`src/rtl/sram_arbiter.sv`:
```
// Two-requester (core / host loader) arbiter for one single-port SRAM.
// Latency: grant and mem_* are combinational; read data returns MEM_LAT+1 edges after the grant edge.
// Backpressure: a requester without gnt must hold its request; cpu_stall marks the held core cycles.
// SRAM_ARB_HOST_PRIO_EN: when defined, the host wins every tie and rr_last is removed.
module sram_arbiter #(
    parameter int ADDR_W  = 8,
    parameter int WORD_W  = 10,
    parameter int MEM_LAT = 1
) (
    input  logic              clk,
    input  logic              rst,
    input  logic              cpu_req,
    input  logic              cpu_we,
    input  logic [ADDR_W-1:0] cpu_addr,
    input  logic [WORD_W-1:0] cpu_wdata,
    output logic              cpu_gnt,
    output logic              cpu_rvalid,
    output logic [WORD_W-1:0] cpu_rdata,
    output logic              cpu_stall,
    input  logic              host_req,
    input  logic              host_we,
    input  logic [ADDR_W-1:0] host_addr,
    input  logic [WORD_W-1:0] host_wdata,
    output logic              host_gnt,
    output logic              host_rvalid,
    output logic [WORD_W-1:0] host_rdata,
    input  logic              host_lock,
    output logic              mem_en,
    output logic              mem_we,
    output logic [ADDR_W-1:0] mem_addr,
    output logic [WORD_W-1:0] mem_wdata,
    input  logic [WORD_W-1:0] mem_rdata
);

    logic cpu_elig;
    logic host_elig;
    logic cpu_win;
    logic host_win;

`ifndef SRAM_ARB_HOST_PRIO_EN
    // 1 = host was granted last; reset value lets the core win the first tie
    logic rr_last_host;

    always_ff @(posedge clk or negedge rst) begin
        if (!rst) begin
            rr_last_host <= 1'b1;
        end else if (host_gnt) begin
            rr_last_host <= 1'b1;
        end else if (cpu_gnt) begin
            rr_last_host <= 1'b0;
        end
    end
`endif

    always_comb begin
        cpu_elig  = cpu_req && !host_lock;
        host_elig = host_req;
`ifdef SRAM_ARB_HOST_PRIO_EN
        host_win  = host_elig;
`else
        host_win  = host_elig && !(cpu_elig && rr_last_host);
`endif
        cpu_win   = cpu_elig && !host_win;
    end

    // Grants are forced low while reset is held so nothing reaches the SRAM
    assign cpu_gnt   = cpu_win && rst;
    assign host_gnt  = host_win && rst;
    assign cpu_stall = cpu_req && !cpu_gnt;

    always_comb begin
        mem_en    = 1'b0;
        mem_we    = 1'b0;
        mem_addr  = '0;
        mem_wdata = '0;
        if (host_gnt) begin
            mem_en    = 1'b1;
            mem_we    = host_we;
            mem_addr  = host_addr;
            mem_wdata = host_wdata;
        end else if (cpu_gnt) begin
            mem_en    = 1'b1;
            mem_we    = cpu_we;
            mem_addr  = cpu_addr;
            mem_wdata = cpu_wdata;
        end
    end

    // Return-tag pipe: stage MEM_LAT-1 lines up with mem_rdata of its read
    logic [MEM_LAT-1:0] tag_vld;
    logic [MEM_LAT-1:0] tag_host;

    always_ff @(posedge clk or negedge rst) begin
        if (!rst) begin
            tag_vld  <= '0;
            tag_host <= '0;
        end else begin
            tag_vld[0]  <= mem_en && !mem_we;
            tag_host[0] <= host_gnt;
            for (int i = 1; i < MEM_LAT; i++) begin
                tag_vld[i]  <= tag_vld[i-1];
                tag_host[i] <= tag_host[i-1];
            end
        end
    end

    always_ff @(posedge clk or negedge rst) begin
        if (!rst) begin
            cpu_rvalid  <= 1'b0;
            cpu_rdata   <= '0;
            host_rvalid <= 1'b0;
            host_rdata  <= '0;
        end else begin
            cpu_rvalid  <= tag_vld[MEM_LAT-1] && !tag_host[MEM_LAT-1];
            host_rvalid <= tag_vld[MEM_LAT-1] && tag_host[MEM_LAT-1];
            if (tag_vld[MEM_LAT-1] && !tag_host[MEM_LAT-1]) begin
                cpu_rdata <= mem_rdata;
            end
            if (tag_vld[MEM_LAT-1] && tag_host[MEM_LAT-1]) begin
                host_rdata <= mem_rdata;
            end
        end
    end

endmodule
```
`config.mk`:
```
export PLATFORM = sky130hd
export DESIGN_NAME = sram_arbiter
export DESIGN_NICKNAME = d
export VERILOG_FILES = /design/src/rtl/sram_arbiter.sv
export SDC_FILE = /design/constraint.sdc
export NUM_CORES = 1
export LEC_CHECK = 0
export ABC_CLOCK_PERIOD_IN_PS = 2800
export CORE_AREA = 2 2 48 83
export CTS_BUF_LIST = sky130_fd_sc_hd__clkbuf_8 sky130_fd_sc_hd__clkbuf_16
export DETAILED_ROUTE_END_ITERATION = 12
export DIE_AREA = 0 0 50 85
export GPL_TIMING_DRIVEN = 0
export PLACE_DENSITY_LB_ADDON = 0.3
export SLEW_MARGIN = 30
export SYNTH_ARGS = -nofsm -noshare
export SYNTH_HDL_FRONTEND = slang
export SYNTH_SLANG_ARGS = --single-unit
```
`constraint.sdc`:
```
create_clock -name clk -period 2.8 [get_ports clk]
set_clock_uncertainty 0.1 [all_clocks]
set_input_delay 0.42 -clock clk [delete_from_list [all_inputs] [get_ports clk]]
set_output_delay 0.42 -clock clk [all_outputs]
set_load 0.005 [all_outputs]
```
### After elaboration in Yosys (flattened, before gate mapping)

Cells that the tools add are included.

| storage, ports and cells | value |
|---|---|
| bits in registers | 25 |
| bits of input ports | 53 |
| output and inout port bits | 45 |
| logic and storage cells | 34 |

| operators by class | value |
|---|---|
| multiplexer cells | 10 |
| reduce and logical (&&, ||, !) cells | 17 |

Operators by type and width:

| cell | count |
|---|---|
| two-way mux 10 bit | 2 |
| two-way mux 8 bit | 2 |
| logical AND 1 bit | 10 |
| logical NOT 1 bit | 6 |
| two-way mux 1 bit | 6 |
| nonzero test 2 bit | 1 |

### Depth between registers and ports, before layout

Gate-level depths: netlist of run 1.

| depth | value |
|---|---|
| word-level depth | 12 |
| gate-level depth with buffers | 4 |
| depth with buffers taken out | 3 |

### Least setup slack after synthesis of run 1

Ideal clock, no wire load.

| timing | value |
|---|---|
| path kind | input to output |
| start point | input port host_lock |
| end point | output port mem_addr[0] |
| data arrival time | 1.090 ns |
| required time | 2.280 ns |
| path slack | 1.190 ns |
| cell stages on the path | 4 |
| path buffers | 1 |
| cells stage by stage | and2b_4 -> a21oi_4 -> buf_6 -> a22o_1 |

| between the ends | value |
|---|---|
| elaborated cells on any way between the ends | 11 |
| those cells by class | mux (2); reduce/logical (9) |

RTL lines:

| item | line | source |
|---|---|---|
| start, declared | 27 | `input logic host_lock,` |
| logical NOT 1 bit | 56 | `cpu_elig = cpu_req && !host_lock;` |
| logical AND 1 bit | 56 |  |
| logical AND 1 bit | 61 | `host_win = host_elig && !(cpu_elig && rr_last_host);` |
| logical NOT 1 bit | 61 |  |
| logical AND 1 bit | 61 |  |
| logical AND 1 bit | 68 | `assign host_gnt = host_win && rst;` |
| via host_gnt | 24 | `output logic host_gnt,` |
| two-way mux 8 bit | 76 | `if (host_gnt) begin` |
| end, declared | 30 | `output logic [ADDR_W-1:0] mem_addr,` |

The timed path passes the listed nets, and every way through them passes these cells.

### Worst setup path after layout of run 1

| timing | value |
|---|---|
| start point | input port host_req |
| end point | output port mem_wdata[2] |

| between the ends | value |
|---|---|
| longest elaborated chain between the ends | 6 |
| elaborated cells on any way between the ends | 7 |
| those cells by class | mux (2); reduce/logical (5) |

Ends and longest elaborated chain:

| item | line | source |
|---|---|---|
| start, declared | 20 | `input logic host_req,` |
| logical AND 1 bit * | 61 |  |
| logical NOT 1 bit | 63 | `cpu_win = cpu_elig && !host_win;` |
| logical AND 1 bit | 63 |  |
| logical AND 1 bit | 67 | `assign cpu_gnt = cpu_win && rst;` |
| two-way mux 10 bit | 81 | `end else if (cpu_gnt) begin` |
| two-way mux 10 bit * | 76 |  |
| end, declared | 31 | `output logic [WORD_W-1:0] mem_wdata,` |

Every way passes the cells marked *; elsewhere a longest branch is shown, timed or not.

==> results of run 1 <==
==> logic make-up after synthesis <==
group,synth area share
AOI/OAI and AO/OA,0.1863
buffers and inverters,0.06210
DFF,0.5274
muxes,0.1895
and+or+nand+nor,0.03475
==> cell type report <==
type / count / area, um2 / share of cell area
Clock inverter: 1 / 3.754 / 0.001661
Tap cell: 46 / 57.56 / 0.02547
Buffer: 6 / 55.05 / 0.02436
Clock buffer: 3 / 41.29 / 0.01827
Timing Repair Buffer: 97 / 968.4 / 0.4286
Multi-Input combinational cell: 51 / 488.0 / 0.2159
Inverter: 5 / 18.77 / 0.008306
Sequential cell: 25 / 626.9 / 0.2774
==> power breakdown <==
part           switching [W]  internal, W  leakage, nW
sequential         0.0000511     0.000460        0.297
combinational       0.000124     0.000334        0.615
clock              0.0000941    0.0000974       0.0269
total               0.000270     0.000892        0.939
==> worst reg2reg max path, cell delays in order (launching register included) <==
cell	delay, ps
dfrtp_1	380
nand2b_1	90
buf_2	260
mux2_2	370
==> per-stage QoR <==
stage | setup slack (ps) | utilization | TNS (ps) | instances | cell area, um2
after floorplan | 1190 | - | 0 | 87 | 1189
after global placement | -736.6 | 0.6172 | -15110 | 230 | 2217
after detailed placement | 70.18 | 0.6158 | 0 | 230 | 2212
after CTS | 69.82 | 0.6284 | 0 | 234 | 2257
after global routing | 71.77 | 0.6290 | 0 | 234 | 2260
final | 165.0 | 0.6290 | 0 | 234 | 2260
==> state kept, by name, summed over array words and instances, names as in the netlist <==
| signal | cells |
|---|---|
| host_rvalid | 1 |
| cpu_rvalid | 1 |
| tag_host | 1 |
| cpu_rdata | 10 |
| tag_vld | 1 |
| rr_last_host | 1 |
| host_rdata | 10 |
==> metal layers <==
layer,track usage,up-vias,share of wire
met5,0,-,0
met2,0.2919,86,0.54
met3,0.07042,2,0.14
li1,-,522,-
met1,0.1352,509,0.31
met4,0.03030,0,0.0050
==> layout by cell type, fill, tap and decap left out <==
master / count
dfstp_2: 1
a22o_1: 19
inv_2: 1
a22o_2: 1
clkbuf_4: 1
nor2b_1: 1
nand2_1: 3
buf_2: 2
mux2_1: 6
clkdlybuf4s50_1: 96
nand3b_1: 1
a21oi_4: 2
and2b_4: 1
inv_1: 5
o21a_1: 1
mux2_2: 14
dfrtp_1: 24
nand2b_1: 1
clkbuf_8: 3
buf_6: 4
o21ai_0: 1
==> worst paths after layout <==
check / cells after the start / end / start
setup / recovery: 6 / mem_wdata[2] / host_req
max in group asynchronous: 1 / rr_last_host / rst
min in group clk: 1 / host_rdata[6] / host_rdata[6]
setup reg to reg: 3 / cpu_rdata[1] / tag_vld
hold reg to reg: 1 / host_rdata[6] / host_rdata[6]
hold / removal: 1 / host_rdata[3] / rst
==> metrics, run 1 <==
share of layout cells above drive strength 1 0.1596; drt wl/cell between 10 and 15 um; Die ar. roughly 4300 um2; DR vias 1,119; Hold-fix buffers, CTS 0; post-DP HPWL between 2000 and 3000 um; Critical Path Start Type primary input; H-tree depth 1; floorplan die height between 80 and 90 um; Avg Cell Area, Syn between 10 and 15 um2; final hold vios 13; Max transition margin 0.7632; CP bufs+invs 3; top cell type by total area after synthesis dfrtp_1; Post-Syn Area between 1000 and 1500 um2; area grow syn2layout 90.11%; Detailed Route WL roughly 3000 um; Critical Path AT approximately 2100 ps; actual slew at the worst max-slew pin 355.2 ps; antenna violations before repair 0; Yosys cell types 18; initial DRC count 8; num ports 98; total congestion overflow 0; Num CTS Buffers 3; vias in the first global route about 1,200; Async S/R FF share, synth 1.000; CTS tree built; DRT Pass-1 Iters 2; CP delay by family, top buffers and inverters; worst min-delay path category primary input to async pin; GP Congestion roughly 0.7; clock sinks 25; Synth Warn # 0; Core ar. roughly 3600 um2; post-route minimum period approximately 2600 ps; clk buf depth 2; PwrDens 514.1 nW/um2; ys flop type dfrtp_1; final clock period utilization by the worst path 0.9411; ordered cell list for the critical path clkdlybuf4s50_1 -> nand2_1 -> a21oi_4 -> buf_6 -> a22o_1 -> clkdlybuf4s50_1; most common cell in the netlist dfrtp_1; Data required, critical path around 2300 ps; Finish-stage setup viols 0; CTS clk-pin slew, worst paths ~80 ps; sequential share of the synthesized area 0.5274; initial core utilization 0.3309; root buf cell clkbuf_8; Nets 242; synth top area cells dfrtp_1 51%, a22o_1 14%, mux2_2 13%; Placement Rows 29; status finished with violations; r2r setup slk 1480 ps; commonest cells in the netlist 24 x dfrtp_1, 19 x a22o_1, 14 x mux2_2, 6 x mux2_1; failing checks negative hold slack; CP endpoint kind output pin; post-CTS sizing 0; first-pass GRT wire length ~5100 um; Synth Net Count 140; Die X-Extent around 50 um; fill count 283; post-DR vias/cell around 4.8; Max Freq around 0.38 GHz; gr usage total 0.1505; Antenna Cells 0; critical path's largest stage delay approximately 550 ps; Gate Count Post-Synth 87; Hold WS -3.374 ps; most used cell along the critical path clkdlybuf4s50_1; Crit Path Max Fanout 10; ANT nets after route 0; DRC viols 0; clock latency at the later pin of the worst-skew pair ~250 ps; Crit Path Class primary input to output pin; maximum number of pins on one net before global-route repair 29; EDFF count, synth 0; LEAKAGE 0.9390 nW; Total Power roughly 0.0012 W; Post-CTS Setup Inserts 0; worst vdd ir between 0.2 and 0.25 mV; Max Cap Viol 0; Slowest-stage cell, CP clkdlybuf4s50_1; Synth Register Bits 25; PortBufs 97; unrepaired setup endpoints after global routing false; top cell type's share of synthesized area 0.5053; fin. max-slew vios 0
Power figures use the tool's default switching activity.
==> run 2, diff against run 1 <==
--- a/config.mk
+++ b/config.mk
@@ -6,10 +6,12 @@
 export NUM_CORES = 1
 export LEC_CHECK = 0
 export ABC_CLOCK_PERIOD_IN_PS = 2800
-export CORE_AREA = 2 2 48 83
+export CELL_PAD_IN_SITES_DETAIL_PLACEMENT = 0
+export CELL_PAD_IN_SITES_GLOBAL_PLACEMENT = 2
+export CORE_AREA = 2 2 63 110
 export CTS_BUF_LIST = sky130_fd_sc_hd__clkbuf_8 sky130_fd_sc_hd__clkbuf_16
 export DETAILED_ROUTE_END_ITERATION = 12
-export DIE_AREA = 0 0 50 85
+export DIE_AREA = 0 0 65 112
 export GPL_TIMING_DRIVEN = 0
 export PLACE_DENSITY_LB_ADDON = 0.3
 export SLEW_MARGIN = 30
==> metrics, run 2 (synthesis results as in run 1) <==
GP Congestion 0.7203 (+3.7%); actual slew at the worst max-slew pin 263.2 ps (-92.06 ps); fin. max-slew vios 0 (unchanged); first-pass GRT wire length 6113 um (+21%); Stages on worst setup path 6 (unchanged); Slowest-stage cell, CP clkdlybuf4s50_1; unrepaired setup endpoints after global routing false; Crit Path Class primary input to output pin; ANT nets after route 0 (unchanged); final hold vios 0 (-13); clock latency at the later pin of the worst-skew pair 250 ps (about the same); most used cell along the critical path clkdlybuf4s50_1; Max transition margin 0.8246 (+0.06137); maximum number of pins on one net before global-route repair 25 (-14%); leading cell type in the layout, fill and taps excluded clkdlybuf4s50_1; post-DR vias/cell 4.236 (-11%); clock sinks 25 (unchanged); LEAKAGE 0.9640 nW (+2.7%); total congestion overflow 0 (unchanged); most frequent cells in the layout 96 x clkdlybuf4s50_1, 24 x dfrtp_1, 19 x a22o_1, 14 x mux2_2, 6 x mux2_1; area grow syn2layout 98.42%; DR vias 1,148 (+2.6%); worst vdd ir 0.2318 mV (-0.48%); clk buf depth 2 (unchanged); CP endpoint kind output pin; post-DP HPWL 3101 um (+17%); # placed instances 266 (+16%); Detailed Route WL 3734 um (+24%); Nets 243 (+0.41%); Post-CTS Setup Inserts 0 (unchanged); root buf cell clkbuf_16; final clock period utilization by the worst path 0.9446 (+0.003551); met2 wire len 2020 um (+25%); Data required, critical path 2280 ps (about the same); CTS tree built; worst r2r path cells 3 (unchanged); Critical Path AT 2120 ps (about the same); Crit Path Max Fanout 10 (unchanged); drt wl/cell 13.78 um (+7.4%); PwrDens 544.3 nW/um2 (+5.9%); ordered cell list for the critical path clkdlybuf4s50_1 -> nand3b_1 -> a21oi_4 -> buf_6 -> a22o_1 -> clkdlybuf4s50_1; Placement Rows 39 (+34%); Die ar. 7280 um2 (+71%); Finish-stage setup viols 0 (unchanged); DRC viols 0 (unchanged); status completed; fin cells 271 (+16%); biggest regs cpu_rdata: 10 flops, host_rdata: 10 flops; Antenna Cells 0 (unchanged); antenna violations before repair 0 (unchanged); floorplan die height 112 um (+32%); gr usage total 0.1056 (-0.04489); Num CTS Buffers 3 (unchanged); vias in the first global route 1,365 (+12%); PortBufs 97 (unchanged); Total Power 0.001284 W (+11%); initial core utilization 0.1859 (-0.1449); met1 WL 1228 um (+30%); DRT Pass-1 Iters 4 (+2); Critical Path Start Type primary input; H-tree depth 1 (unchanged); initial DRC count 17 (+9); Max Cap Viol 0 (unchanged); post-route minimum period 2645 ps (+9.943 ps); DR WL met3 475 um (+12%); CTS clk-pin slew, worst paths 60 ps (-20 ps); Die X-Extent 65 um (+30%); num ports 98 (unchanged); Core ar. 6392 um2 (+78%); CP delay by family, top buffers and inverters; Max Freq 0.3781 GHz (-0.38%); Top Layer Used met4; worst min-delay path category primary input to async pin; critical path's largest stage delay 510 ps (-40 ps); CP bufs+invs 3 (unchanged); fill count 645 (+130%); share of layout cells above drive strength 1 0.1640 (+0.004447)
## run 2: cell count changes in the layout (fill, tap and decap cells not counted)
cell and change:
clkbuf_8 -3, clkbuf_4 -1, clkbuf_16 +3, buf_12 +1
buf_4 +1
## run 2: final timing paths
| kind | startpoint | to | slack (ps) |
|---|---|---|---|
| min in group clk | host_rdata[3] | host_rdata[3] | 390 |
| max in group asynchronous | rst | cpu_rdata[6] | 2420 |
| min | rst | host_rdata[3] | 40 |
| max reg2reg | tag_vld | cpu_rdata[8] | 1480 |
| max | cpu_req | mem_wdata[9] | 160 |
| min reg2reg | host_rdata[3] | host_rdata[3] | 390 |
## run 2: cell type report
type	count	area (um2)	share of cell area
Tap cell	82	102.6	0.04350
Multi-Input combinational cell	51	488.0	0.2069
Buffer	6	55.05	0.02334
Clock inverter	1	3.754	0.001592
Inverter	5	18.77	0.007958
Clock buffer	3	75.07	0.03183
Sequential cell	25	626.9	0.2658
Timing Repair Buffer	98	988.4	0.4191
## run 2: through the flow
step	TNS (ps)	hold WS, ps	setup slack [ps]	utilization	cell area, um2
finish	0	36.99	155.1	0.3690	2359
global route	0	38.69	75.34	0.3690	2359
CTS	0	42.89	127.3	0.3690	2359
detailed placement	0	369.3	10.46	0.3531	2257
global placement	-17380	373.8	-848.4	0.3539	2262
floorplan	0	24.41	1190	-	1189
## run 2: what timing repair did
| action | in CTS | in global routing |
|---|---|---|
| hold endpoints to repair | 24 | 0 |
| endpoints found under the setup margin | 4 | 0 |
| hold buffers | 1 | 0 |
| gates resized for setup | 1 | 0 |
## run 2: metal layers
metal  global-route usage  up-vias
li1                     -      524
met1               0.1024      531
met2               0.2082       91
met3              0.03434        2
met4              0.02128        0
met5                    0        -
## run 2: power breakdown
part / internal [W] / switching (W)
Sequential: 0.000461 / 0.0000517
Clock: 0.000190 / 0.000112
Combinational: 0.000338 / 0.000131
Total: 0.000989 / 0.000295
==> RTL edit: new RTL, settings of run 2 <==
The option `SRAM_ARB_HOST_PRIO_EN` is turned on by a define.
--- a/src/rtl/sram_arbiter.sv
+++ b/src/rtl/sram_arbiter.sv
@@ -4,2 +4,4 @@
 // SRAM_ARB_HOST_PRIO_EN: when defined, the host wins every tie and rr_last is removed.
+`define SRAM_ARB_HOST_PRIO_EN
+
 module sram_arbiter #(
Behaviour: not the same (a bounded check fails within 4 cycles, from zero or initial values and one cycle with rst low).
==> RTL edit against run 2 <==
- total power down 12%
- sequential cell count down 1
- cell area up 5.9%
- sequential share of layout area down 2.5 points
- fmax up 2.9%
- synthesized area up 13%
- worst setup slack better by 0.073 ns
- wire length up 9.1%
- critical path type unchanged
- highest routed layer unchanged
==> RTL edit: results (changes against run 2) <==
Drt pass-1 iters -> 3 (was 4)
Top flop regs -> cpu_rdata x10, host_rdata x10 (unchanged)
Fin nets -> 280 (was 243)
First-pass GRT wire length -> 6720 µm (was 6110 µm)
Worst r2r dst -> cpu_rdata[0] (was cpu_rdata[8])
Placed instance count -> 304 (was 266)
Syn avg cell area -> 10.8 µm² (was 13.7 µm²)
Hold Slack -> 0.00700 ns (was 0.0370 ns)
RR Startpoint -> tag_host (was tag_vld)
Total GRT Usage -> 0.116 (was 0.106)
Peak supply drop -> 0.182 mV (was 0.232 mV)
Met3 wire len -> 435 µm (was 475 µm)
CTS max path bufs -> 2 (unchanged)
Initial antenna violation count -> 0 (unchanged)
Largest net degree at the start of global routing -> 28 (was 25)
Leakage -> 0.965 nW (was 0.964 nW)
Post-route ant nets -> 0 (unchanged)
N_diodes -> 0 (unchanged)
Top delay family on crit path -> buffers and inverters (unchanged)
M1 WL -> 1400 µm (was 1230 µm)
CTS HTree Levels -> 1 (unchanged)
Asr flop ratio synth -> 1.00 (unchanged)
DP Wirelength -> 3320 µm (was 3100 µm)
Reg2reg path depth -> 3 (unchanged)
Clock Pin Slew Worst Setup and Hold Paths -> 0.06 ns (about the same)
Top_reg_cell synth -> dfrtp_1 (unchanged)
Synth top cells by count -> dfrtp_1 (24), a21oi_1 (20), mux2_1 (20), nand2_1 (20), nand4bb_1 (19) (was dfrtp_1 (24), a22o_1 (19), mux2_2 (14), mux2_1 (6))
Most area-consuming cells after synthesis -> dfrtp_1 (45%), mux2_1 (17%), nand4bb_1 (16%), a21oi_1 (7.4%), nand2_1 (5.6%) (was dfrtp_1 (51%), a22o_1 (14%), mux2_2 (13%), mux2_1 (5.7%), buf_6 (3.8%))
DRT Wirelength -> 4080 µm (was 3730 µm)
Critical path fanouts, max -> 10 (unchanged)
HP Class -> in2async (unchanged)
Routed len/inst -> 13.3 µm (was 13.8 µm)
Layout cells sized above 1 -> 0.0622 (was 0.164)
Worst Path Arrival -> 2.05 ns (was 2.12 ns)
Pre-CTS setup slack -> -0.0496 ns (was 0.0105 ns)
CP max stage delay -> 0.56 ns (was 0.51 ns)
Iteration-0 DRC Markers -> 32 (was 17)
Later-pin clock latency in the skew report -> 0.25 ns (about the same)
Synthesized Nets -> 178 (was 140)
Gpl congestion -> 0.667 (was 0.720)
Rel. slew slack -> 0.698 (was 0.825)
Vias per cell -> 4.34 (was 4.24)
R2r setup slk -> 1.42 ns (was 1.48 ns)
Final Slew Violations -> 0 (unchanged)
Post-synth cell types -> 18 (unchanged)
Synth warnings -> 0 (unchanged)
Status -> finished clean (unchanged)
Max layer used -> met4 (unchanged)
Number of global-route vias before repair -> 1444 (was 1365)
Peak Freq -> 389 MHz (was 378 MHz)
Seq/Total Area, Yosys -> 0.447 (was 0.527)
Total CTS buffers -> 3 (unchanged)
DR WL met2 -> 2230 µm (was 2020 µm)
-- RTL edit: final cells by class --
| class | instances | area [µm²] |
|---|---|---|
| Fill cell | 656 | 3890 |
| Timing Repair Buffer | 97 | 971 |
| Multi-Input combinational cell | 87 | 677 |
| Sequential cell | 24 | 601 |
| Tap cell | 82 | 103 |
| Clock buffer | 3 | 75.1 |
| Buffer | 12 | 65.1 |
| Inverter | 2 | 7.51 |
-- RTL edit: metrics by stage --
step                power [W]  area [µm²]
global route          0.00120        2500
CTS                   0.00115        2490
detailed placement   0.000848        2410
floorplan            0.000565        1350
global placement     0.000844        2420
finish                0.00113        2500
-- RTL edit: what timing repair did --
item / 4_1_cts / 5_1_grt
resized for setup: 2 / 2
setup endpoints to repair: 13 / 18
hold buffers: 0 / 0
pin swaps: 0 / 0
-- RTL edit: worst max-delay path by stage --
stage	from	end	cells after the start
finish	cpu_req	mem_wdata[3]	5
global route	cpu_req	cpu_gnt	5
CTS	host_req	mem_addr[0]	6
detailed placement	host_req	mem_wdata[8]	6
global placement	rst	mem_wdata[1]	5
floorplan	host_req	mem_wdata[0]	4
-- RTL edit: per-layer routing --
layer	track usage	vias up
met2	0.223	73
met3	0.0384	2
met4	0.0213	0
met1	0.118	604
met5	0	-
li1	-	653
-- RTL edit: cells by family (layout without fill, tap and decap cells) --
family                 after synthesis  after routing  share of synthesized area
and+or+nand+nor                     45             45                      0.248
DFF                                 24             24                      0.447
AOI/OAI and AO/OA                   22             22                     0.0874
muxes                               20             20                      0.167
buffers and inverters               14            114                     0.0502
-- RTL edit: worst reg2reg max path, stage by stage (launching register included) --
cell and delay [ns]:
dfrtp_1 0.37, nor2b_1 0.16, buf_2 0.28, mux2_1 0.36
-- RTL edit: power breakdown --
| group | switching [W] | total [W] | internal (W) |
|---|---|---|---|
| registers | 0.0000323 | 0.000451 | 0.000419 |
| clock network | 0.000102 | 0.000290 | 0.000188 |
| logic | 0.000115 | 0.000384 | 0.000269 |
| total | 0.000250 | 0.00113 | 0.000875 |
